$ cat src/rtl/vid_timing_gen.sv
// Parametrised video timing generator: free-running h/v counters, a pixel-fetch
// request, and display-side syncs/coordinates delayed PREFETCH cycles behind it.
`timescale 1ns/1ps

module vid_timing_gen #(
   parameter int   CNT_W    = 12,
   parameter int   H_ACTIVE = 1280,
   parameter int   H_FP     = 110,
   parameter int   H_SYNC   = 40,
   parameter int   H_BP     = 220,
   parameter int   V_ACTIVE = 720,
   parameter int   V_FP     = 5,
   parameter int   V_SYNC   = 5,
   parameter int   V_BP     = 20,
   parameter logic HS_POL   = 1'b1,
   parameter logic VS_POL   = 1'b1,
   parameter int   PREFETCH = 1,
   parameter int   FCNT_W   = 16
) (
   input  logic              clk,
   input  logic              reset,
   input  logic              en,
   input  logic              resync,
   output logic              pix_req,
   output logic              de,
   output logic              blank,
   output logic              hsync,
   output logic              vsync,
   output logic [CNT_W-1:0]  x,
   output logic [CNT_W-1:0]  y,
   output logic              line_start,
   output logic              frame_start,
   output logic [FCNT_W-1:0] frame_cnt
);

   localparam int H_TOTAL  = H_ACTIVE + H_FP + H_SYNC + H_BP;
   localparam int V_TOTAL  = V_ACTIVE + V_FP + V_SYNC + V_BP;
   localparam int HS_START = H_ACTIVE + H_FP;
   localparam int HS_END   = HS_START + H_SYNC;
   localparam int VS_START = V_ACTIVE + V_FP;
   localparam int VS_END   = VS_START + V_SYNC;

   if (H_TOTAL > (1 << CNT_W)) begin : g_h_total_chk
      $error("vid_timing_gen: H_TOTAL does not fit in CNT_W bits");
   end
   if (V_TOTAL > (1 << CNT_W)) begin : g_v_total_chk
      $error("vid_timing_gen: V_TOTAL does not fit in CNT_W bits");
   end
   if (PREFETCH < 1 || PREFETCH > 8) begin : g_prefetch_chk
      $error("vid_timing_gen: PREFETCH must be within 1..8");
   end

   // Compares are done one bit wider so totals equal to 2^CNT_W still work.
   localparam logic [CNT_W:0]   H_ACT_W  = (CNT_W+1)'(H_ACTIVE);
   localparam logic [CNT_W:0]   V_ACT_W  = (CNT_W+1)'(V_ACTIVE);
   localparam logic [CNT_W:0]   HS_LO_W  = (CNT_W+1)'(HS_START);
   localparam logic [CNT_W:0]   HS_HI_W  = (CNT_W+1)'(HS_END);
   localparam logic [CNT_W:0]   VS_LO_W  = (CNT_W+1)'(VS_START);
   localparam logic [CNT_W:0]   VS_HI_W  = (CNT_W+1)'(VS_END);
   localparam logic [CNT_W-1:0] H_LAST   = CNT_W'(H_TOTAL - 1);
   localparam logic [CNT_W-1:0] V_LAST   = CNT_W'(V_TOTAL - 1);

   typedef struct packed {
      logic             active;
      logic             hs;
      logic             vs;
      logic [CNT_W-1:0] h;
      logic [CNT_W-1:0] v;
   } tuple_t;

   localparam tuple_t IDLE = '0;

   logic [CNT_W-1:0] hc;
   logic [CNT_W-1:0] vc;
   logic [CNT_W:0]   hc_w;
   logic [CNT_W:0]   vc_w;
   tuple_t           tup_next;
   tuple_t           pipe [PREFETCH+1];
   tuple_t           disp;

   assign hc_w = {1'b0, hc};
   assign vc_w = {1'b0, vc};

   always_ff @(posedge clk or posedge reset) begin
      if (reset) begin
         hc <= '0;
         vc <= '0;
      end else if (!en || resync) begin
         hc <= '0;
         vc <= '0;
      end else if (hc == H_LAST) begin
         hc <= '0;
         vc <= (vc == V_LAST) ? '0 : vc + CNT_W'(1);
      end else begin
         hc <= hc + CNT_W'(1);
      end
   end

   // Gating by en makes a disabled generator emit the idle tuple.
   always_comb begin
      tup_next = IDLE;
      if (en) begin
         tup_next.active = (hc_w < H_ACT_W) && (vc_w < V_ACT_W);
         tup_next.hs     = (hc_w >= HS_LO_W) && (hc_w < HS_HI_W);
         tup_next.vs     = (vc_w >= VS_LO_W) && (vc_w < VS_HI_W);
         tup_next.h      = hc;
         tup_next.v      = vc;
      end
   end

   // Stage 0 is the request side; stage PREFETCH drives the display outputs.
   always_ff @(posedge clk or posedge reset) begin
      if (reset) begin
         for (int i = 0; i <= PREFETCH; i++) begin
            pipe[i] <= IDLE;
         end
      end else begin
         pipe[0] <= tup_next;
         for (int i = 1; i <= PREFETCH; i++) begin
            pipe[i] <= pipe[i-1];
         end
      end
   end

   assign disp        = pipe[PREFETCH];
   assign pix_req     = pipe[0].active;
   assign de          = disp.active;
   assign blank       = ~disp.active;
   assign hsync       = disp.hs ? HS_POL : ~HS_POL;
   assign vsync       = disp.vs ? VS_POL : ~VS_POL;
   assign x           = disp.h;
   assign y           = disp.v;
   assign line_start  = disp.active && (disp.h == '0);
   assign frame_start = line_start && (disp.v == '0);

   always_ff @(posedge clk or posedge reset) begin
      if (reset) begin
         frame_cnt <= '0;
      end else if (frame_start) begin
         frame_cnt <= frame_cnt + FCNT_W'(1);
      end
   end

endmodule

$ cat config.mk
export PLATFORM = sky130hd
export DESIGN_NAME = vid_timing_gen
export DESIGN_NICKNAME = d
export VERILOG_FILES = /design/src/rtl/vid_timing_gen.sv
export SDC_FILE = /design/constraint.sdc
export NUM_CORES = 1
export LEC_CHECK = 0
export ABC_AREA = 1
export CAP_MARGIN = 10
export CORE_MARGIN = 8
export CORE_UTILIZATION = 60
export CTS_CLUSTER_DIAMETER = 100
export DETAILED_ROUTE_END_ITERATION = 7
export GPL_TIMING_DRIVEN = 0
export PLACE_DENSITY = 0.84
export SLEW_MARGIN = 30
export SYNTH_ARGS = -nofsm -noshare
export SYNTH_HDL_FRONTEND = slang
export SYNTH_SLANG_ARGS = --single-unit
$ cat constraint.sdc
create_clock -name clk -period 6.46 [get_ports clk]
set_input_delay 1.938 -clock clk [delete_from_list [all_inputs] [get_ports clk]]
set_output_delay 1.938 -clock clk [all_outputs]
set_load 0.01 [all_outputs]
==> flow_metrics.py, run 1 <==
metrics = {
    "placed_design": {
        "portBuffers": 49,
        "gp_congestion": 0.906,
        "place_ws_ns": 2.86,
        "hpwl_microns": 6950,
        "dpl.cell_count": 711,
    },
    "global_route": {
        "grt_max_degree": 77,
        "grt_overflow_total": 0,
        "grt_pass1_vias": 3456,
        "grt_usage_pct": 18.7,
        "grt_pass1_wl_microns": 15500,
        "antenna_found_initial": 0,
    },
    "finish": {
        "drive_above_1_share_pct": 10.5,
        "nets": 633,
        "fillers": 566,
        "final_util_pct": 73.6,
        "seqCellArea_sq_um": 2350,
        "multi_input_area_sq_um": 1640,
        "antennaDiodeCount": 0,
        "synthToLayoutAreaGrowth_pct": 18.2,
        "final_cells": 727,
    },
    "clocking": {
        "root_buffer": "clkbuf_8",
        "cts_tree": "done",
        "clockBufferDepth": 2,
        "cts.sink_count": 94,
        "cts_buffers": 9,
        "cts_setup_buffers": 0,
        "cts.clk_slew.worst_paths_ns": 0.09,
        "cts_hold_buf": 0,
        "ctsResizeCount": 0,
        "h-tree-depth": 3,
        "clock_latency_ns": 0.36,
    },
    "power_and_ir_drop": {
        "comb_power_share_pct": 10.1,
        "p_sw_share_pct": 27.0,
        "leakage_nw": 2.80,
        "p_sw_uw": 296,
        "p_per_area_nw_per_um2": 204,
        "p_int_uw": 800,
        "seq_power_share_pct": 56.9,
        "p_clk_share_pct": 33.0,
        "irDropWorstVdd_v": 0.000104,
        "totalPowerFinal_mw": 1.10,
    },
    "die": {
        "die-area_sq_um": 10600,
        "start_util_pct": 62.2,
        "rows": 31,
        "design.core.area_sq_um": 7290,
        "io_pins": 51,
        "fp.dieH_microns": 103,
        "die_w_microns": 103,
    },
    "worst_hold_path": {
        "holdPathEnd": "y[6]",
        "hp-class": "flop to flop",
        "min_from": "pipe[33]",
        "worstHoldPathCells": 0,
    },
    "synthesis": {
        "yosysSeqAreaShare_pct": 51.8,
        "syn-num-nets": 572,
        "synth_ff_type": "dfrtp_1",
        "syn_avg_cell_area_sq_um": 8.07,
        "synth.largest_area_cell": "dfrtp_1",
        "synthCells": 562,
        "synth_common_cells": "175 x nand2_1, 94 x dfrtp_1, 72 x nor2_1",
        "yosysTopAreaCellShare_pct": 51.8,
        "ys_warn_count": 0,
        "ys_top_cells_by_area": "dfrtp_1 52%, nand2_1 14%, nor2_1 6.0%, inv_1 5.8%, buf_4 4.6%",
        "synth.distinct_cells": 31,
        "synth.most_common_cell": "nand2_1",
        "postSynth.asyncResetShare_pct": 100,
        "synth_edf_count": 0,
        "synth-seq-cells": 94,
        "syn_area_sq_um": 4540,
    },
    "timing": {
        "fin_setup_tns_ns": 0,
        "finalClockSkew_ns": 0.00887,
        "rsz0062_at_grt": "no",
        "slew_headroom_pct": 71.4,
        "fin_crit_sh_pct": 61.3,
        "final-setup-viol-count": 0,
        "worst_pin_slew_ns": 0.430,
        "drv_slew": 0,
        "setup_ws_ns": 2.50,
        "final_hold_viol_count": 0,
        "fmax_ghz": 0.253,
        "period_needed_ns": 3.96,
    },
    "drt": {
        "vias": 3576,
        "routedWlPerCell_microns": 12.7,
        "wirelength_microns": 9250,
        "routed_via_density": 4.92,
        "dr.first_iter.drc_count": 130,
        "dr.pass1.iters": 4,
        "ant_nets": 0,
        "drc": 0,
    },
    "worst_setup_path": {
        "rr_worst_depth": 8,
        "regToRegSetupSlack_ns": 4.83,
        "cp.arrival_ns": 2.02,
        "crit_path_end_kind": "primary output",
        "critPathMaxFanout": 3,
        "r2r-start": "frame_cnt[0]",
        "critical_path_class": "flop to primary output",
        "start_kind": "flop",
        "crit-reg2reg-capture": "frame_cnt[10]",
        "cp_data_required_time_ns": 4.52,
    },
    "run": {
        "max_cap_violations": 0,
    },
    "status": {
        "status": "completed",
    },
}
[power groups by stage]
stage                     logic (mW)  registers (mW)  clock network (mW)
after global placement         0.105           0.634                   0
after CTS                      0.113           0.624               0.373
final                          0.111           0.624               0.362
after floorplan               0.0550           0.638                   0
after global routing           0.122           0.628               0.400
after detailed placement       0.112           0.635                   0
[through the flow]
step | cell area, sq um | hold WS (ns)
after CTS | 5370 | 0.357
final | 5370 | 0.355
after global routing | 5370 | 0.363
after detailed placement | 5180 | 0.335
after global placement | 5150 | 0.332
after floorplan | 4540 | 0.331
[metal layers]
layer / wire length, microns / GRT usage [%] / up-vias
li1: - / - / 1818
met1: 4050 / 22.2 / 1668
met2: 4590 / 32.4 / 78
met3: 458 / 4.25 / 12
met4: 144 / 6.79 / 0
met5: 0 / 0 / -
[layout make-up]
type                       count  share of cell area (%)
buffer                        37                    5.01
clock buffer                  10                    2.38
clock inverter                 6                   0.979
inverter                      72                    5.18
multi-input combinational    359                    30.6
sequential                    94                    43.8
tap                           99                    2.31
timing repair buffer          50                    9.65
[registers in the layout (all words and copies together) (netlist names)]
signal     count
de             1
vc            12
hc            12
y             12
disp           2
pix_req        1
frame_cnt     16
pipe          26
x             12
[how the worst max path moves through the flow]
stage	start	to	cells after the start	slack, ns
2_1_floorplan	reset	de	1	2.07
5_1_grt	y[3]	frame_start	8	2.30
6_report	de	frame_start	7	2.50
3_5_place_dp	y[5]	frame_start	8	2.86
3_3_place_gp	reset	pipe[52]	2	0.82
4_1_cts	y[5]	frame_start	8	2.45
[worst max-delay path, stage by stage, from the launching register on]
cell and delay, ns:
dfrtp_1 0.41, inv_1 0.07, nor2_1 0.11, nand3_1 0.11, nor3_1 0.22, nand2_1 0.13
inv_1 0.08, clkdlybuf4s50_1 0.54
[cells in the final DEF, fill, tap and decap left out, types with 5 or more instances in the layout]
cell type / count
clkbuf_8: 9
clkdlybuf4s50_1: 49
dfrtp_1: 94
buf_4: 28
a21oi_1: 5
o21ai_0: 27
nand3_1: 25
nor3_1: 9
xor2_1: 8
nor2_1: 72
clkbuf_1: 5
nand4_1: 7
nand2_1: 175
inv_1: 69
ha_1: 6
[cells by family after synthesis]
| family | Yosys count | synth area share, % |
|---|---|---|
| AOI/OAI and AO/OA | 35 | 3.97 |
| xor gates and xnor gates | 12 | 2.32 |
| and+or+nand+nor | 306 | 28.3 |
| buffers and inverters | 109 | 11.9 |
| DFF | 94 | 51.8 |
| adders and majority gates | 6 | 1.65 |
Power figures use the tool's default switching activity.
==> run 2, diff against run 1 <==
CORE_UTILIZATION = 56   (was 60)
PLACE_DENSITY = 0.8   (was 0.84)
clock period = 4.2 ns   (was 6.46 ns; I/O delays follow)
==> run 2 against run 1 <==
  * Via count is essentially flat
  * Largest cell class unchanged
  * Hold slack lost 0.0061 ns
  * Sequential power grew 54%
  * Combinational power grew 52%
  * Die area grew 6.0%
  * Worst setup slack lost 1.6 ns
  * Clock power grew 69%
  * Cell count grew 0.83%
  * Critical path type unchanged
  * Non-clock buffer count is the same
  * Clock skew grew 0.0027 ns
  * Critical path depth is the same
==> flow_metrics.py, run 2 (synthesis gave the netlist of run 1 again) <==
metrics = {
    "worst_setup_path": {
        "start_kind": "flop",
        "r2r-start": "vc[1]",
        "rr_worst_depth": 9,
        "cp.arrival_ns": 2.04,
        "critical_path_class": "flop to primary output",
        "cp_data_required_time_ns": 2.94,
        "crit-reg2reg-capture": "vc[6]",
        "critPathMaxFanout": 3,
        "crit_path_start": "de",
        "crit_path_end_kind": "primary output",
        "endpoint": "frame_start",
        "regToRegSetupSlack_ns": 2.51,
    },
    "finish": {
        "final_area_sq_um": 5400,
        "mostFrequentLayoutCells": "175 x nand2_1, 94 x dfrtp_1, 72 x nor2_1",
        "fillers": 695,
        "layout_commonest_cell": "nand2_1",
        "regMostFlops": "pipe",
        "synthToLayoutAreaGrowth_pct": 18.9,
        "nets": 633,
        "largest_reg_flops": 26,
        "antennaDiodeCount": 0,
        "drive_above_1_share_pct": 10.7,
        "largestRegisters": "pipe x26, frame_cnt x16",
    },
    "clocking": {
        "cts_hold_buf": 0,
        "cts_setup_buffers": 0,
        "cts.clk_slew.worst_paths_ns": 0.10,
        "clock_latency_ns": 0.36,
        "cts.sink_count": 94,
        "cts_buffers": 9,
        "cts_tree": "done",
        "h-tree-depth": 3,
        "root_buffer": "clkbuf_8",
        "clockBufferDepth": 2,
        "ctsResizeCount": 0,
    },
    "status": {
        "status": "completed",
    },
    "global_route": {
        "antenna_found_initial": 0,
        "grt_pass1_wl_microns": 15800,
        "grt_pass1_vias": 3450,
        "grt_usage_pct": 17.3,
        "grt_max_degree": 75,
        "grt_overflow_total": 0,
    },
    "power_and_ir_drop": {
        "p_sw_share_pct": 25.9,
        "p_clk_share_pct": 35.2,
        "irDropWorstVdd_v": 0.000166,
        "comb_power_share_pct": 9.7,
        "p_per_area_nw_per_um2": 322,
        "seq_power_share_pct": 55.1,
        "p_sw_uw": 451,
        "p_int_mw": 1.29,
        "leakage_nw": 2.81,
    },
    "timing": {
        "drv_slew": 0,
        "finalClockSkew_ns": 0.0116,
        "whs_ns": 0.349,
        "final_hold_viol_count": 0,
        "final-setup-viol-count": 0,
        "slew_headroom_pct": 71.9,
        "period_needed_ns": 3.30,
        "fmax_ghz": 0.303,
        "worst_pin_slew_ns": 0.422,
        "fin_crit_sh_pct": 78.6,
        "rsz0062_at_grt": "no",
    },
    "die": {
        "design.core.area_sq_um": 8050,
        "rows": 33,
        "start_util_pct": 56.4,
        "io_pins": 51,
        "fp.dieH_microns": 106,
        "die-area_sq_um": 11200,
        "die_w_microns": 106,
    },
    "drt": {
        "ant_nets": 0,
        "routed_via_density": 4.88,
        "routedWlPerCell_microns": 12.6,
        "vias": 3575,
        "drc": 0,
        "dr.pass1.iters": 4,
        "wirelength_microns": 9250,
        "dr.first_iter.drc_count": 167,
    },
    "placed_design": {
        "dpl-instance-area_sq_um": 5190,
        "hpwl_microns": 6940,
        "portBuffers": 49,
        "gp_congestion": 0.915,
    },
    "run": {
        "max_cap_violations": 0,
    },
    "worst_hold_path": {
        "hp-class": "flop to flop",
    },
}
==> run 2: cell count changes in the layout (fill, tap and decap cells not counted) <==
cell and change:
clkinvlp_4 -1, bufinv_16 +1, inv_6 -1, clkbuf_1 -1, clkinv_2 +1, clkinv_4 +1
==> run 2: worst max-delay path: stages (launching register included) <==
cell and delay [ns]:
dfrtp_1 0.47, inv_1 0.08, nor2_1 0.09, nand3_1 0.06
nor3_1 0.22, nand2_1 0.14, inv_1 0.09, clkdlybuf4s50_1 0.54
==> run 2: per-stage QoR <==
stage	utilization [%]	worst slack (ns)	instances	TNS, ns	power (mW)
after global routing	67.0	0.708	733	0	1.82
after global placement	64.1	-0.814	716	-75.98	1.14
after CTS	67.0	0.858	733	0	1.76
final	67.0	0.898	733	0	1.74
after detailed placement	64.5	1.28	717	0	1.15
after floorplan	-	0.491	562	0	1.07
==> run 2: power by group through the flow <==
stage	sequential, mW	clock, mW	combinational, mW
finish	0.959	0.613	0.169
global route	0.963	0.666	0.187
CTS	0.958	0.629	0.172
detailed placement	0.976	0	0.172
global placement	0.975	0	0.162
floorplan	0.981	0	0.0846
==> run 2: how the worst min path moves through the flow <==
stage | startpoint | endpoint | slack, ns | cells past startpoint
floorplan | pipe[51] | disp[24] | 0.33 | 0
global placement | pipe[50] | x[11] | 0.33 | 0
detailed placement | pipe[46] | x[7] | 0.33 | 0
CTS | pipe[45] | x[6] | 0.35 | 0
global route | pipe[50] | x[11] | 0.35 | 0
finish | pipe[44] | x[5] | 0.35 | 0
==> run 2: cell type report <==
cell class | instances | area [sq um] | area share (%)
buffer | 37 | 269 | 4.98
clock buffer | 9 | 124 | 2.30
clock inverter | 7 | 80.1 | 1.48
inverter | 72 | 278 | 5.15
multi-input combinational | 359 | 1640 | 30.5
sequential | 94 | 2350 | 43.6
tap | 105 | 131 | 2.43
timing repair buffer | 50 | 518 | 9.60
==> run 2: routing by layer <==
metal | GRT usage (%) | share of wire, %
met5 | 0 | 0
met4 | 7.54 | 1.4
met3 | 4.42 | 5.0
met2 | 28.6 | 49
met1 | 21.1 | 44
